$ cat src/rtl/fadd_accum_pkg.sv
// rtl/fadd_accum_pkg.sv - shared types and constants for the packet float accumulator
package fadd_accum_pkg;

   localparam logic [31:0] FP_ZERO = 32'h00000000;

   typedef enum logic {
      ACCUM = 1'b0,
      DONE  = 1'b1
   } state_t;

   typedef struct packed {
      logic        last;
      logic [31:0] data;
   } fifo_entry_t;

endpackage

$ cat src/rtl/fadd.sv
// rtl/fadd.sv - combinational IEEE-754 single adder, round-to-nearest-even
module fadd (
   input  logic [31:0] a,
   input  logic [31:0] b,
   output logic [31:0] res,
   output logic        ovf
);

   logic        a_nan, b_nan, a_inf, b_inf, a_big;
   logic [7:0]  ea, eb;
   logic [23:0] ma, mb;
   logic        sl, ss;
   logic [7:0]  el, es, d;
   logic [23:0] ml, ms;
   logic [4:0]  dc;
   logic [53:0] wide;
   logic [26:0] al, n;
   logic [27:0] s;
   logic [9:0]  lz, sh, el_w, e, en, ef;
   logic        rup;
   logic [24:0] m;
   logic [22:0] fr;

   // Denormals use exponent 1 with no hidden bit so alignment is uniform.
   assign ea    = (a[30:23] == 8'd0) ? 8'd1 : a[30:23];
   assign eb    = (b[30:23] == 8'd0) ? 8'd1 : b[30:23];
   assign ma    = {a[30:23] != 8'd0, a[22:0]};
   assign mb    = {b[30:23] != 8'd0, b[22:0]};
   assign a_nan = (a[30:23] == 8'hFF) && (a[22:0] != 23'd0);
   assign b_nan = (b[30:23] == 8'hFF) && (b[22:0] != 23'd0);
   assign a_inf = (a[30:23] == 8'hFF) && (a[22:0] == 23'd0);
   assign b_inf = (b[30:23] == 8'hFF) && (b[22:0] == 23'd0);
   assign a_big = {ea, ma} >= {eb, mb};

   // Align, add/subtract with guard/round/sticky, normalise, round, pack.
   always_comb begin
      res  = 32'd0;
      ovf  = 1'b0;
      sl   = a_big ? a[31] : b[31];
      ss   = a_big ? b[31] : a[31];
      el   = a_big ? ea : eb;
      es   = a_big ? eb : ea;
      ml   = a_big ? ma : mb;
      ms   = a_big ? mb : ma;
      d    = el - es;
      dc   = (d > 8'd27) ? 5'd27 : d[4:0];
      wide = {ms, 3'b000, 27'd0} >> dc;
      al   = {wide[53:28], wide[27] | (|wide[26:0])};
      if (sl == ss)
         s = {1'b0, ml, 3'b000} + {1'b0, al};
      else
         s = {1'b0, ml, 3'b000} - {1'b0, al};
      lz = 10'd0;
      for (int i = 0; i < 27; i++)
         if (s[i]) lz = 10'(26 - i);
      el_w = {2'b00, el};
      sh   = 10'd0;
      if (s[27]) begin
         n = {s[27:2], s[1] | s[0]};
         e = el_w + 10'd1;
      end else begin
         sh = (lz > el_w - 10'd1) ? el_w - 10'd1 : lz;
         n  = s[26:0] << sh;
         e  = el_w - sh;
      end
      en  = n[26] ? e : 10'd0;
      rup = n[2] & (n[1] | n[0] | n[3]);
      m   = {1'b0, n[26:3]} + {24'd0, rup};
      if (m[24]) begin
         ef = en + 10'd1;
         fr = 23'd0;
      end else if (en == 10'd0 && m[23]) begin
         ef = 10'd1;
         fr = m[22:0];
      end else begin
         ef = en;
         fr = m[22:0];
      end
      if (ef >= 10'd255) begin
         res = {sl, 8'hFF, 23'd0};
         ovf = 1'b1;
      end else begin
         res = {sl, ef[7:0], fr};
      end
      if (s == 28'd0) res = 32'd0;
      if (a_nan || b_nan) begin
         res = 32'h7FC00000;
         ovf = 1'b0;
      end else if (a_inf && b_inf) begin
         res = (a[31] != b[31]) ? 32'h7FC00000 : a;
         ovf = 1'b0;
      end else if (a_inf) begin
         res = a;
         ovf = 1'b0;
      end else if (b_inf) begin
         res = b;
         ovf = 1'b0;
      end
   end

endmodule

$ cat src/rtl/fadd_accum_fifo.sv
// rtl/fadd_accum_fifo.sv - synchronous operand FIFO with wrap-bit pointers
module fadd_accum_fifo
   import fadd_accum_pkg::*;
#(
   parameter int DEPTH = 4
) (
   input  logic        clk,
   input  logic        rst,
   input  logic        push,
   input  logic        pop,
   input  fifo_entry_t wdata,
   output fifo_entry_t rdata,
   output logic        full,
   output logic        empty
);

   localparam int AW = $clog2(DEPTH);

   fifo_entry_t    mem [DEPTH];
   logic [AW:0]    wptr, rptr;

   // Pointers carry one extra MSB so full and empty are distinguishable.
   always_ff @(posedge clk) begin
      if (rst) begin
         wptr <= '0;
         rptr <= '0;
      end else begin
         if (push && !full) begin
            mem[wptr[AW-1:0]] <= wdata;
            wptr              <= wptr + (AW+1)'(1);
         end
         if (pop && !empty)
            rptr <= rptr + (AW+1)'(1);
      end
   end

   assign empty = (wptr == rptr);
   assign full  = (wptr[AW] != rptr[AW]) && (wptr[AW-1:0] == rptr[AW-1:0]);
   assign rdata = mem[rptr[AW-1:0]];

endmodule

$ cat src/rtl/fadd_accum.sv
// rtl/fadd_accum.sv - serial packet accumulator of single-precision floats
module fadd_accum
   import fadd_accum_pkg::*;
#(
   parameter int FIFO_DEPTH = 4,
   parameter int CNT_W      = 16
) (
   input  logic             clk,
   input  logic             rst,
   input  logic             in_valid,
   output logic             in_ready,
   input  logic [31:0]      in_data,
   input  logic             in_last,
   output logic             out_valid,
   input  logic             out_ready,
   output logic [31:0]      out_sum,
   output logic             out_ovf,
   output logic [CNT_W-1:0] out_count
);

   state_t           state, state_nxt;
   logic [31:0]      acc;
   logic             ovf;
   logic [CNT_W-1:0] count;
   fifo_entry_t      head, wentry;
   logic             full, empty, push, pop;
   logic [31:0]      add_res;
   logic             add_ovf;

   assign wentry   = '{last: in_last, data: in_data};
   assign push     = in_valid && !full;
   assign pop      = (state == ACCUM) && !empty;
   assign in_ready = !full;

   fadd_accum_fifo #(.DEPTH(FIFO_DEPTH)) u_fifo (
      .clk   (clk),
      .rst   (rst),
      .push  (push),
      .pop   (pop),
      .wdata (wentry),
      .rdata (head),
      .full  (full),
      .empty (empty)
   );

   fadd u_fadd (
      .a   (acc),
      .b   (head.data),
      .res (add_res),
      .ovf (add_ovf)
   );

   // State register.
   always_ff @(posedge clk) begin
      if (rst) state <= ACCUM;
      else     state <= state_nxt;
   end

   // Leave ACCUM on popping a last element; leave DONE when the sum is taken.
   always_comb begin
      state_nxt = state;
      case (state)
         ACCUM:   if (pop && head.last) state_nxt = DONE;
         DONE:    if (out_ready)        state_nxt = ACCUM;
         default: state_nxt = ACCUM;
      endcase
   end

   // Accumulate one popped element per cycle; clear once the sum is handed off.
   always_ff @(posedge clk) begin
      if (rst) begin
         acc   <= FP_ZERO;
         ovf   <= 1'b0;
         count <= '0;
      end else if (pop) begin
         acc   <= add_res;
         ovf   <= ovf | add_ovf;
         count <= (&count) ? count : count + CNT_W'(1);
      end else if (state == DONE && out_ready) begin
         acc   <= FP_ZERO;
         ovf   <= 1'b0;
         count <= '0;
      end
   end

   assign out_valid = (state == DONE);
   assign out_sum   = acc;
   assign out_ovf   = ovf;
   assign out_count = count;

endmodule

$ cat config.mk
export PLATFORM = sky130hd
export DESIGN_NAME = fadd_accum
export DESIGN_NICKNAME = d
export VERILOG_FILES = /design/src/rtl/fadd_accum_pkg.sv /design/src/rtl/fadd.sv /design/src/rtl/fadd_accum_fifo.sv /design/src/rtl/fadd_accum.sv
export SDC_FILE = /design/constraint.sdc
export NUM_CORES = 1
export LEC_CHECK = 0
export CORE_ASPECT_RATIO = 1.1
export CORE_MARGIN = 2
export CORE_UTILIZATION = 45
export DETAILED_ROUTE_END_ITERATION = 10
export PLACE_DENSITY_LB_ADDON = 0.08
export SYNTH_ARGS = -nofsm -noshare
export SYNTH_HDL_FRONTEND = slang
export SYNTH_SLANG_ARGS = --single-unit
$ cat constraint.sdc
create_clock -name clk -period 20.3 [get_ports clk]
set_input_delay 5.075 -clock clk [delete_from_list [all_inputs] [get_ports clk]]
set_output_delay 5.075 -clock clk [all_outputs]
set_load 0.02 [all_outputs]
==> results of run 1 <==
==> how the worst max path moves through the flow <==
| stage | start | cells after the start | end |
|---|---|---|---|
| 2_1_floorplan | flop | 77 | out_sum[10]$_SDFFE_PP0P_ |
| 3_3_place_gp | flop | 70 | out_sum[10]$_SDFFE_PP0P_ |
| 3_5_place_dp | flop | 70 | out_sum[20]$_SDFFE_PP0P_ |
| 4_1_cts | flop | 70 | out_sum[8]$_SDFFE_PP0P_ |
| 5_1_grt | flop | 69 | out_sum[9]$_SDFFE_PP0P_ |
| 6_report | flop | 69 | out_sum[8]$_SDFFE_PP0P_ |
==> routing by layer <==
layer  vias up  share of wire (%)  GRT usage (%)
li1       9285                  -              -
met1      9937                 41          44.94
met2      1048                 45          55.33
met3       247                8.0          5.930
met4         0                5.9          18.22
met5         -                  0              0
==> cell type report <==
| class | count | area [um^2] | area share, % |
|---|---|---|---|
| clock buffers | 18 | 429.2 | 1.963 |
| clock inverters | 14 | 177.7 | 0.8128 |
| inverters | 130 | 488.0 | 2.232 |
| multi-input cells | 1961 | 13480 | 61.69 |
| flip-flops and latches | 190 | 5129 | 23.46 |
| well taps | 574 | 718.2 | 3.285 |
| repair buffers | 162 | 1434 | 6.559 |
==> state kept, by name, summed over array words and instances (netlist names), named ones only <==
signal       flops
u_fifo.mem     132
out_sum         32
out_count       16
u_fifo.rptr      3
u_fifo.wptr      3
out_ovf          1
out_valid        1
==> metrics by stage <==
step	hold WS, ns	setup slack [ns]	utilization [%]
2_1_floorplan	0.4981	2.736	-
3_3_place_gp	0.4912	1.803	49.08
3_5_place_dp	0.4985	1.437	49.08
4_1_cts	0.5121	1.366	50.48
5_1_grt	0.5233	0.04907	50.55
6_report	0.5097	1.453	50.55
==> synth_stat cells, drive strengths merged (31+ instances only) <==
| master | count |
|---|---|
| edfxtp | 132 |
| mux2i | 50 |
| a31oi | 31 |
| o211ai | 36 |
| dfxtp | 58 |
| xnor2 | 55 |
| nor2 | 198 |
| nor4 | 35 |
| a22oi | 31 |
| a21o | 34 |
| a211oi | 39 |
| nand3 | 74 |
| ha | 104 |
| buf | 46 |
| clkbuf | 92 |
| nand4 | 39 |
| nor3 | 78 |
| o21ai | 174 |
| a21oi | 202 |
| inv | 129 |
| mux4 | 38 |
| nand2 | 255 |
==> repair_timing <==
action / in CTS / in global routing
resized for setup: 0 / 6
hold buffers: 0 / 0
setup endpoints to repair: 0 / 27
==> kinds of logic (layout without fill, tap and decap cells) <==
family                     after synthesis  after routing
and+or+nand+nor                        852            852
DFF                                    190            190
adders and majority gates              106            106
AOI/OAI and AO/OA                      816            816
buffers and inverters                  268            324
muxes                                  102            102
xor gates and xnor gates                84             84
other                                    1              1
==> critical path, delay by kind of cell (launching register included) <==
family          cells  cell delay (ns)
fa+ha+maj           6             1.84
simple gates       22             6.57
flops               1             0.59
compound gates     31             7.20
buf+inv             5             1.26
xor+xnor            3             0.47
mux                 2             0.77
==> metrics.txt, run 1 <==
result of the run completed; IO Pins 88; commonest cells after routing, fill and taps aside sky130_fd_sc_hd__nand2_1, sky130_fd_sc_hd__a21oi_1, sky130_fd_sc_hd__nor2_1; count of final hold-check violations 0; count of cell types in the netlist 115; area added between synthesis and finish 11.27%; largest net degree at the start of global routing 67; via count of the first global-routing pass 19,700; Hold Path Class flop to flop; number of nets produced by synthesis 2,562; Skew-Pair Late Insertion Delay 0.44 ns; Fin Clk Skew 0.01144 ns; required time at the worst-slack endpoint 20.61 ns; number of flops mapped to enable cells by yosys 132; top fanout value on the critical path 36; Max Slew Vio Count 0; first-pass GRT wire length 120.6 mm; RSZ-0062 raised after global routing false; iteration-0 DRC count of the detailed router 2,334; post-synthesis sequential area ratio 26.09%; library cell occupying the most area in the post-synthesis netlist sky130_fd_sc_hd__edfxtp_1; xor/xnor cell area share of the yosys netlist 3.745%; fin area 21,860 um^2; maximum buffer depth of the clock tree 2; Ant. Diodes 0; multiplexer share of the synthesized area 7.707%; Ys Warns 0; count of mapped cells out of synthesis 2,419; final weighted congestion of routability-driven global placement 1.023; vias post-DR 20,520; Worst path most repeated cell sky130_fd_sc_hd__a21oi_1; hold_sp out_ovf$_SDFFE_PP0P_; Top FF cell, synth sky130_fd_sc_hd__edfxtp_1; final setup violating endpoints 0; number of antenna violations at the first check in global routing 0; post-synthesis share of cell area spent on full adders, half adders and majority gates 6.828%; average detailed-routed wire length per instance 26.11 um; drt via density 6.729; final critical path time including I/O delays and setup 18.85 ns; core area 43,240 um^2; total negative slack 0 ns; Avg Inst Size Synth 8.121 um^2; fraction of the mapped netlist area in compound gates 28.70%; max incr delay on CP 0.63 ns; pin slew with the least headroom to its limit 1.182 ns; Filler cells 4,184; synthesized area 19,650 um^2; Slowest-stage cell, CP sky130_fd_sc_hd__or4_4; Cell Area, Placed 21,220 um^2; Max-slew headroom 20.67%; total congestion overflow after global routing 0; Placed Cells 3,017; chip width 203.2 um; number of standard-cell rows in the floorplan 80; Worst setup SP type flop; end of the worst hold path out_ovf$_SDFFE_PP0P_; count of input and output buffers 87; number of setup buffers added after CTS 0; fraction of synthesized cell area taken by the top area cell type 20.18%; clk sink count 190; area enclosed by the die boundary 45,350 um^2; fraction of layout instances using a drive strength above 1 9.818%; largest family of logic cells by synthesized area compound AO/OA/AOI/OAI gates; Net count, final 2,605; number of search-and-repair iterations in the first detailed-routing pass 8; depth of the CTS H-tree 4; max-cap viol count 0; critical path arrival 19.16 ns; register bit count reported by yosys 190; share of the cycle needed by the critical path after routing 92.84%; final std cells w/o fill 3,049; worst flop-to-flop path endpoint out_sum[8]$_SDFFE_PP0P_; number of antenna-violating nets in the routed design 0; DRT Wirelength 79.60 mm; Area contributors post-synth sky130_fd_sc_hd__edfxtp_1, sky130_fd_sc_hd__ha_1, sky130_fd_sc_hd__dfxtp_1; highest clock rate 53.06 MHz; worst reg2reg setup slack 1.45 ns; Setup Crit Path Kind flop to flop; buffer type at the clock tree root sky130_fd_sc_hd__clkbuf_16; r2r worst-path depth 69; hold path depth 2; commonest non-fill, non-tap cell in the layout sky130_fd_sc_hd__nand2_1; async set-reset flop share out of synthesis 0%; Critical Path Sink Type flop; area share of and/or/nand/nor cells after synthesis 21.21%; detailed placement HPWL 62.55 mm; residual DRC count 0; clock-pin slew of the registers on the worst-case setup and hold paths 0.07 ns; Total GRT Usage 34.67%; initial core utilization 45.43%; Num CTS Buffers 17; CTS tree done; Vert. Die Dim 223.1 um
Power of run 1 is not shown: default switching activity piles up to over one toggle a cycle in this logic, so the estimate is an artifact.
==> run 2: changes to the inputs <==
- GPL_ROUTABILITY_DRIVEN: not set -> 0
==> run 2 against run 1 <==
Net effect:
- first-iteration DRC count up 12%
- flip-flop and latch count did not move
- non-clock buffer count shrank 27
- final area fell by 1.2%
- routed wire length decreased by 6.9%
- maximum frequency is 0.99% lower
- sequential share of layout area grew 0.29 points
- cell count decreased by 0.89%
- core utilization fell by 0.60 points
- count of clock-buffer cells in the layout unchanged
- critical endpoint is now out_sum[0]$_SDFFE_PP0P_
==> metrics.txt, run 2 (synthesized netlist as in run 1, its figures left out) <==
total negative slack 0 ns (unchanged); via count of the first global-routing pass 19,290 (was 19,700); clock-pin slew of the registers on the worst-case setup and hold paths 0.07 ns (about the same); number of search-and-repair iterations in the first detailed-routing pass 6 (was 8); required time at the worst-slack endpoint 20.62 ns (was 20.61 ns); total congestion overflow after global routing 0 (unchanged); Fin Clk Skew 0.02061 ns (was 0.01144 ns); CTS tree done (unchanged); RSZ-0062 raised after global routing false (unchanged); depth of the CTS H-tree 4 (unchanged); Hold Path Class flop to flop (unchanged); initial core utilization 45.43% (unchanged); Largest register FFs 132 (unchanged); top cell family by delay on the critical path simple AND/OR/NAND/NOR gates (was compound AO/OA/AOI/OAI gates); Net count, final 2,578 (was 2,605); count of input and output buffers 87 (unchanged); drt via density 6.722 (was 6.729); worst flop-to-flop path endpoint out_sum[0]$_SDFFE_PP0P_ (was out_sum[8]$_SDFFE_PP0P_); area enclosed by the die boundary 45,350 um^2 (unchanged); IO Pins 88 (unchanged); Post-CTS Hold Fix Bufs 0 (unchanged); detailed placement HPWL 58.09 mm (was 62.55 mm); hold_sp out_ovf$_SDFFE_PP0P_ (unchanged); max-cap viol count 0 (unchanged); Slowest-stage cell, CP sky130_fd_sc_hd__nor3_1 (was sky130_fd_sc_hd__or4_4); count of final hold-check violations 0 (unchanged); commonest non-fill, non-tap cell in the layout sky130_fd_sc_hd__nand2_1 (unchanged); end of the worst hold path out_ovf$_SDFFE_PP0P_ (unchanged); first-pass GRT wire length 113.2 mm (was 120.6 mm); number of antenna-violating nets in the routed design 0 (unchanged); Setup Crit Path Kind flop to flop (unchanged); number of standard-cell rows in the floorplan 80 (unchanged); Max-slew headroom 19.34% (was 20.67%); critical path arrival 19.36 ns (was 19.16 ns); average detailed-routed wire length per instance 24.53 um (was 26.11 um); share of the cycle needed by the critical path after routing 93.77% (was 92.84%); Total GRT Usage 32.06% (was 34.67%); fraction of layout instances using a drive strength above 1 8.905% (was 9.818%); core area 43,240 um^2 (unchanged); highest clock rate 52.53 MHz (was 53.06 MHz); DRT Wirelength 74.13 mm (was 79.60 mm); Vert. Die Dim 223.1 um (unchanged); Worst setup SP type flop (unchanged); residual DRC count 0 (unchanged); Max Slew Vio Count 0 (unchanged); Skew-Pair Late Insertion Delay 0.44 ns (about the same); max incr delay on CP 0.63 ns (about the same); worst reg2reg setup slack 1.26 ns (was 1.45 ns); pin slew with the least headroom to its limit 1.179 ns (was 1.182 ns); final critical path time including I/O delays and setup 19.04 ns (was 18.85 ns); top fanout value on the critical path 35 (was 36); clk sink count 190 (unchanged); Worst path most repeated cell sky130_fd_sc_hd__a21oi_1 (unchanged); largest net degree at the start of global routing 67 (unchanged); hold path depth 2 (unchanged); iteration-0 DRC count of the detailed router 2,617 (was 2,334); number of antenna violations at the first check in global routing 0 (unchanged); Ant. Diodes 0 (unchanged); commonest cells after routing, fill and taps aside sky130_fd_sc_hd__nand2_1, sky130_fd_sc_hd__a21oi_1, sky130_fd_sc_hd__nor2_1 (unchanged); maximum buffer depth of the clock tree 2 (unchanged); r2r worst-path depth 71 (was 69); final setup violating endpoints 0 (unchanged); chip width 203.2 um (unchanged); area added between synthesis and finish 9.949% (was 11.27%); buffer and inverter count on the worst path 5 (unchanged); Num CTS Buffers 17 (unchanged); buffer type at the clock tree root sky130_fd_sc_hd__clkbuf_16 (unchanged); Critical Path Sink Type flop (unchanged); result of the run completed (unchanged); vias post-DR 20,310 (was 20,520)
run 2: cell count changes in the layout (fill, tap and decap cells not counted), sizes merged:
cell	change
clkinv	+3
buf	-27
bufinv	-3
run 2: cell type report:
| cell class | count | area [um^2] |
|---|---|---|
| clock buffers | 18 | 439.2 |
| clock inverters | 14 | 126.4 |
| fillers | 4180 | 21640 |
| inverters | 130 | 488.0 |
| multi-input cells | 1961 | 13470 |
| flip-flops and latches | 190 | 5130 |
| well taps | 574 | 718.2 |
| repair buffers | 135 | 1231 |
run 2: how the worst max path moves through the flow:
| stage | endpoint | slack (ns) | depth (start not counted) |
|---|---|---|---|
| finish | out_sum[0]$_SDFFE_PP0P_ | 1.26 | 71 |
| global route | out_sum[13]$_SDFFE_PP0P_ | 0.05 | 71 |
| CTS | out_sum[3]$_SDFFE_PP0P_ | 1.12 | 72 |
| detailed placement | out_sum[3]$_SDFFE_PP0P_ | 1.18 | 72 |
| global placement | out_sum[16]$_SDFFE_PP0P_ | 1.59 | 72 |
| floorplan | out_sum[10]$_SDFFE_PP0P_ | 2.74 | 77 |
run 2: worst reg2reg max path, delay by kind of cell, from the launching register on:
kind / cells / cell delay (ns)
adder cells (fa/ha/maj): 6 / 1.63
AO/OA/AOI/OAI: 31 / 6.62
flip-flops: 1 / 0.57
buffers and inverters: 5 / 1.40
multiplexers: 5 / 1.77
XOR/XNOR: 1 / 0.16
AND/OR/NAND/NOR: 23 / 6.72
run 2: routing by layer:
metal	track usage, %	part of all wire (%)
met1	40.92	39
met2	50.03	44
met3	7.347	10
met4	17.89	6.5
met5	0	0
run 2: repair_timing:
item | 4_1_cts | 5_1_grt
buffers inserted | 0 | 1
gates resized for setup | 0 | 4
setup endpoints to repair | 0 | 31
run 2: per-stage QoR:
step	area, um^2	setup WS [ns]	utilization (%)	cells	hold slack [ns]
2_1_floorplan	19650	2.736	-	2419	0.4981
4_1_cts	21580	1.118	49.90	3021	0.4919
3_5_place_dp	21010	1.179	48.59	2989	0.4785
5_1_grt	21600	0.05067	49.95	3022	0.5103
6_report	21600	1.265	49.95	3022	0.4818
3_3_place_gp	21010	1.592	48.59	2989	0.4879
Power of run 2 is left out for the same reason.
==> run 3: changes to the inputs <==
- MAX_ROUTING_LAYER: not set -> met4
==> run 3 against run 2 <==
Net effect:
- setup slack worse by 0.095 ns
- maximum frequency down 0.50%
- core utilization unchanged
- register-to-register slack worse by 0.09 ns
==> metrics.txt, run 3 (synthesized netlist as in run 1, its figures left out) <==
result of the run completed (unchanged); Worst path most repeated cell sky130_fd_sc_hd__a21oi_1 (unchanged); Setup Crit Path Kind flop to flop (unchanged); Net count, final 2,578 (unchanged); max incr delay on CP 0.64 ns (was 0.63 ns); detailed placement HPWL 58.09 mm (unchanged); Met1 Routed Length 29.30 mm (was 29.10 mm); Hold Path Class flop to flop (unchanged); Max-slew headroom 18.77% (was 19.34%); Cell Area, Placed 21,010 um^2 (unchanged); largest net degree at the start of global routing 67 (unchanged); total congestion overflow after global routing 0 (unchanged); initial core utilization 45.43% (unchanged); Ant. Diodes 0 (unchanged); average detailed-routed wire length per instance 24.52 um (was 24.53 um); via count of the first global-routing pass 19,290 (unchanged); count of input and output buffers 87 (unchanged); Total GRT Usage 32.98% (was 32.06%); highest metal layer with signal wires met4 (unchanged); number of antenna-violating nets in the routed design 0 (unchanged); first-pass GRT wire length 113.0 mm (was 113.2 mm); share of the cycle needed by the critical path after routing 94.24% (was 93.77%); Fin Clk Skew 0.01110 ns (was 0.02061 ns); RSZ-0062 raised after global routing false (unchanged); Largest register FFs 132 (unchanged); DRT Wirelength 74.11 mm (was 74.13 mm); IO Pins 88 (unchanged); number of antenna violations at the first check in global routing 0 (unchanged); Slowest-stage cell, CP sky130_fd_sc_hd__nor3_1 (unchanged); sequential cell area 5130 um^2 (unchanged); area added between synthesis and finish 9.949% (unchanged); Filler cells 4,180 (unchanged); required time at the worst-slack endpoint 20.61 ns (was 20.62 ns); clk sink count 190 (unchanged); final setup violating endpoints 0 (unchanged); Vert. Die Dim 223.1 um (unchanged); core area 43,240 um^2 (unchanged); pin slew with the least headroom to its limit 1.188 ns (was 1.179 ns); buffer type at the clock tree root sky130_fd_sc_hd__clkbuf_16 (unchanged); vias post-DR 20,310 (about the same); residual DRC count 0 (unchanged); critical path arrival 19.44 ns (was 19.36 ns); number of standard-cell rows in the floorplan 80 (unchanged); number of search-and-repair iterations in the first detailed-routing pass 7 (was 6); fin area 21,600 um^2 (unchanged); CTS tree done (unchanged); area enclosed by the die boundary 45,350 um^2 (unchanged); wire length on met2 33.00 mm (was 32.58 mm); chip width 203.2 um (unchanged); Critical Path Sink Type flop (unchanged); top fanout value on the critical path 35 (unchanged); Worst setup SP type flop (unchanged); maximum buffer depth of the clock tree 2 (unchanged); drt via density 6.722 (about the same); highest clock rate 52.27 MHz (was 52.53 MHz); Skew-Pair Late Insertion Delay 0.44 ns (about the same); iteration-0 DRC count of the detailed router 2,576 (was 2,617); commonest cells after routing, fill and taps aside sky130_fd_sc_hd__nand2_1, sky130_fd_sc_hd__a21oi_1, sky130_fd_sc_hd__nor2_1 (unchanged); area of the multi-input gates 13,470 um^2 (unchanged); total negative slack 0 ns (unchanged); final critical path time including I/O delays and setup 19.13 ns (was 19.04 ns); core occupancy in the finished layout 49.95% (unchanged); count of final hold-check violations 0 (unchanged); Max Slew Vio Count 0 (unchanged); commonest non-fill, non-tap cell in the layout sky130_fd_sc_hd__nand2_1 (unchanged); fraction of layout instances using a drive strength above 1 8.905% (unchanged); depth of the CTS H-tree 4 (unchanged); max-cap viol count 0 (unchanged); detailed route wirelength on metal3 7.361 mm (was 7.613 mm); clock-pin slew of the registers on the worst-case setup and hold paths 0.07 ns (about the same); Num CTS Buffers 17 (unchanged)
## run 3: cell type report
cell class,instances,area share (%)
Clock inverter,14,0.5851
Clock buffer,18,2.033
Tap cell,574,3.325
Inverter,130,2.259
Timing Repair Buffer,135,5.700
Sequential cell,190,23.75
Multi-Input combinational cell,1961,62.35
## run 3: routing by layer
| layer | global-route usage (%) | up-vias |
|---|---|---|
| met1 | 40.92 | 9582 |
| met5 | - | - |
| met2 | 49.96 | 1219 |
| li1 | - | 9232 |
| met3 | 7.318 | 281 |
| met4 | 17.85 | 0 |
## run 3: critical path: cells and delay by family, from the launching register on
family,cells,cell delay [ns]
buffers and inverters,5,1.41
adders and majority gates,6,1.62
AOI/OAI and AO/OA,31,6.60
and+or+nand+nor,23,6.82
muxes,5,1.75
DFF,1,0.58
xor gates and xnor gates,1,0.16
## run 3: timing repair
action | 4_1_cts | 5_1_grt
resized for setup | 0 | 4
buffers inserted | 0 | 1
endpoints found under the setup margin | 0 | 31
hold buffers | 0 | 0
## run 3: metrics by stage
stage,instances,hold WS [ns],worst slack [ns]
final,3022,0.4867,1.170
after detailed placement,2989,0.4785,1.179
after global routing,3022,0.5103,0.007480
after global placement,2989,0.4879,1.592
after floorplan,2419,0.4981,2.736
after CTS,3021,0.4919,1.118
## run 3: worst paths after layout
path / cells after the start / start / slack [ns] / to
setup / recovery: 71 / flop / 1.17 / out_sum[0]$_SDFFE_PP0P_
hold / removal: 2 / out_ovf$_SDFFE_PP0P_ / 0.49 / out_ovf$_SDFFE_PP0P_
setup reg to reg: 71 / flop / 1.17 / out_sum[0]$_SDFFE_PP0P_
hold reg to reg: 2 / out_ovf$_SDFFE_PP0P_ / 0.49 / out_ovf$_SDFFE_PP0P_
Power of run 3 is left out for the same reason.
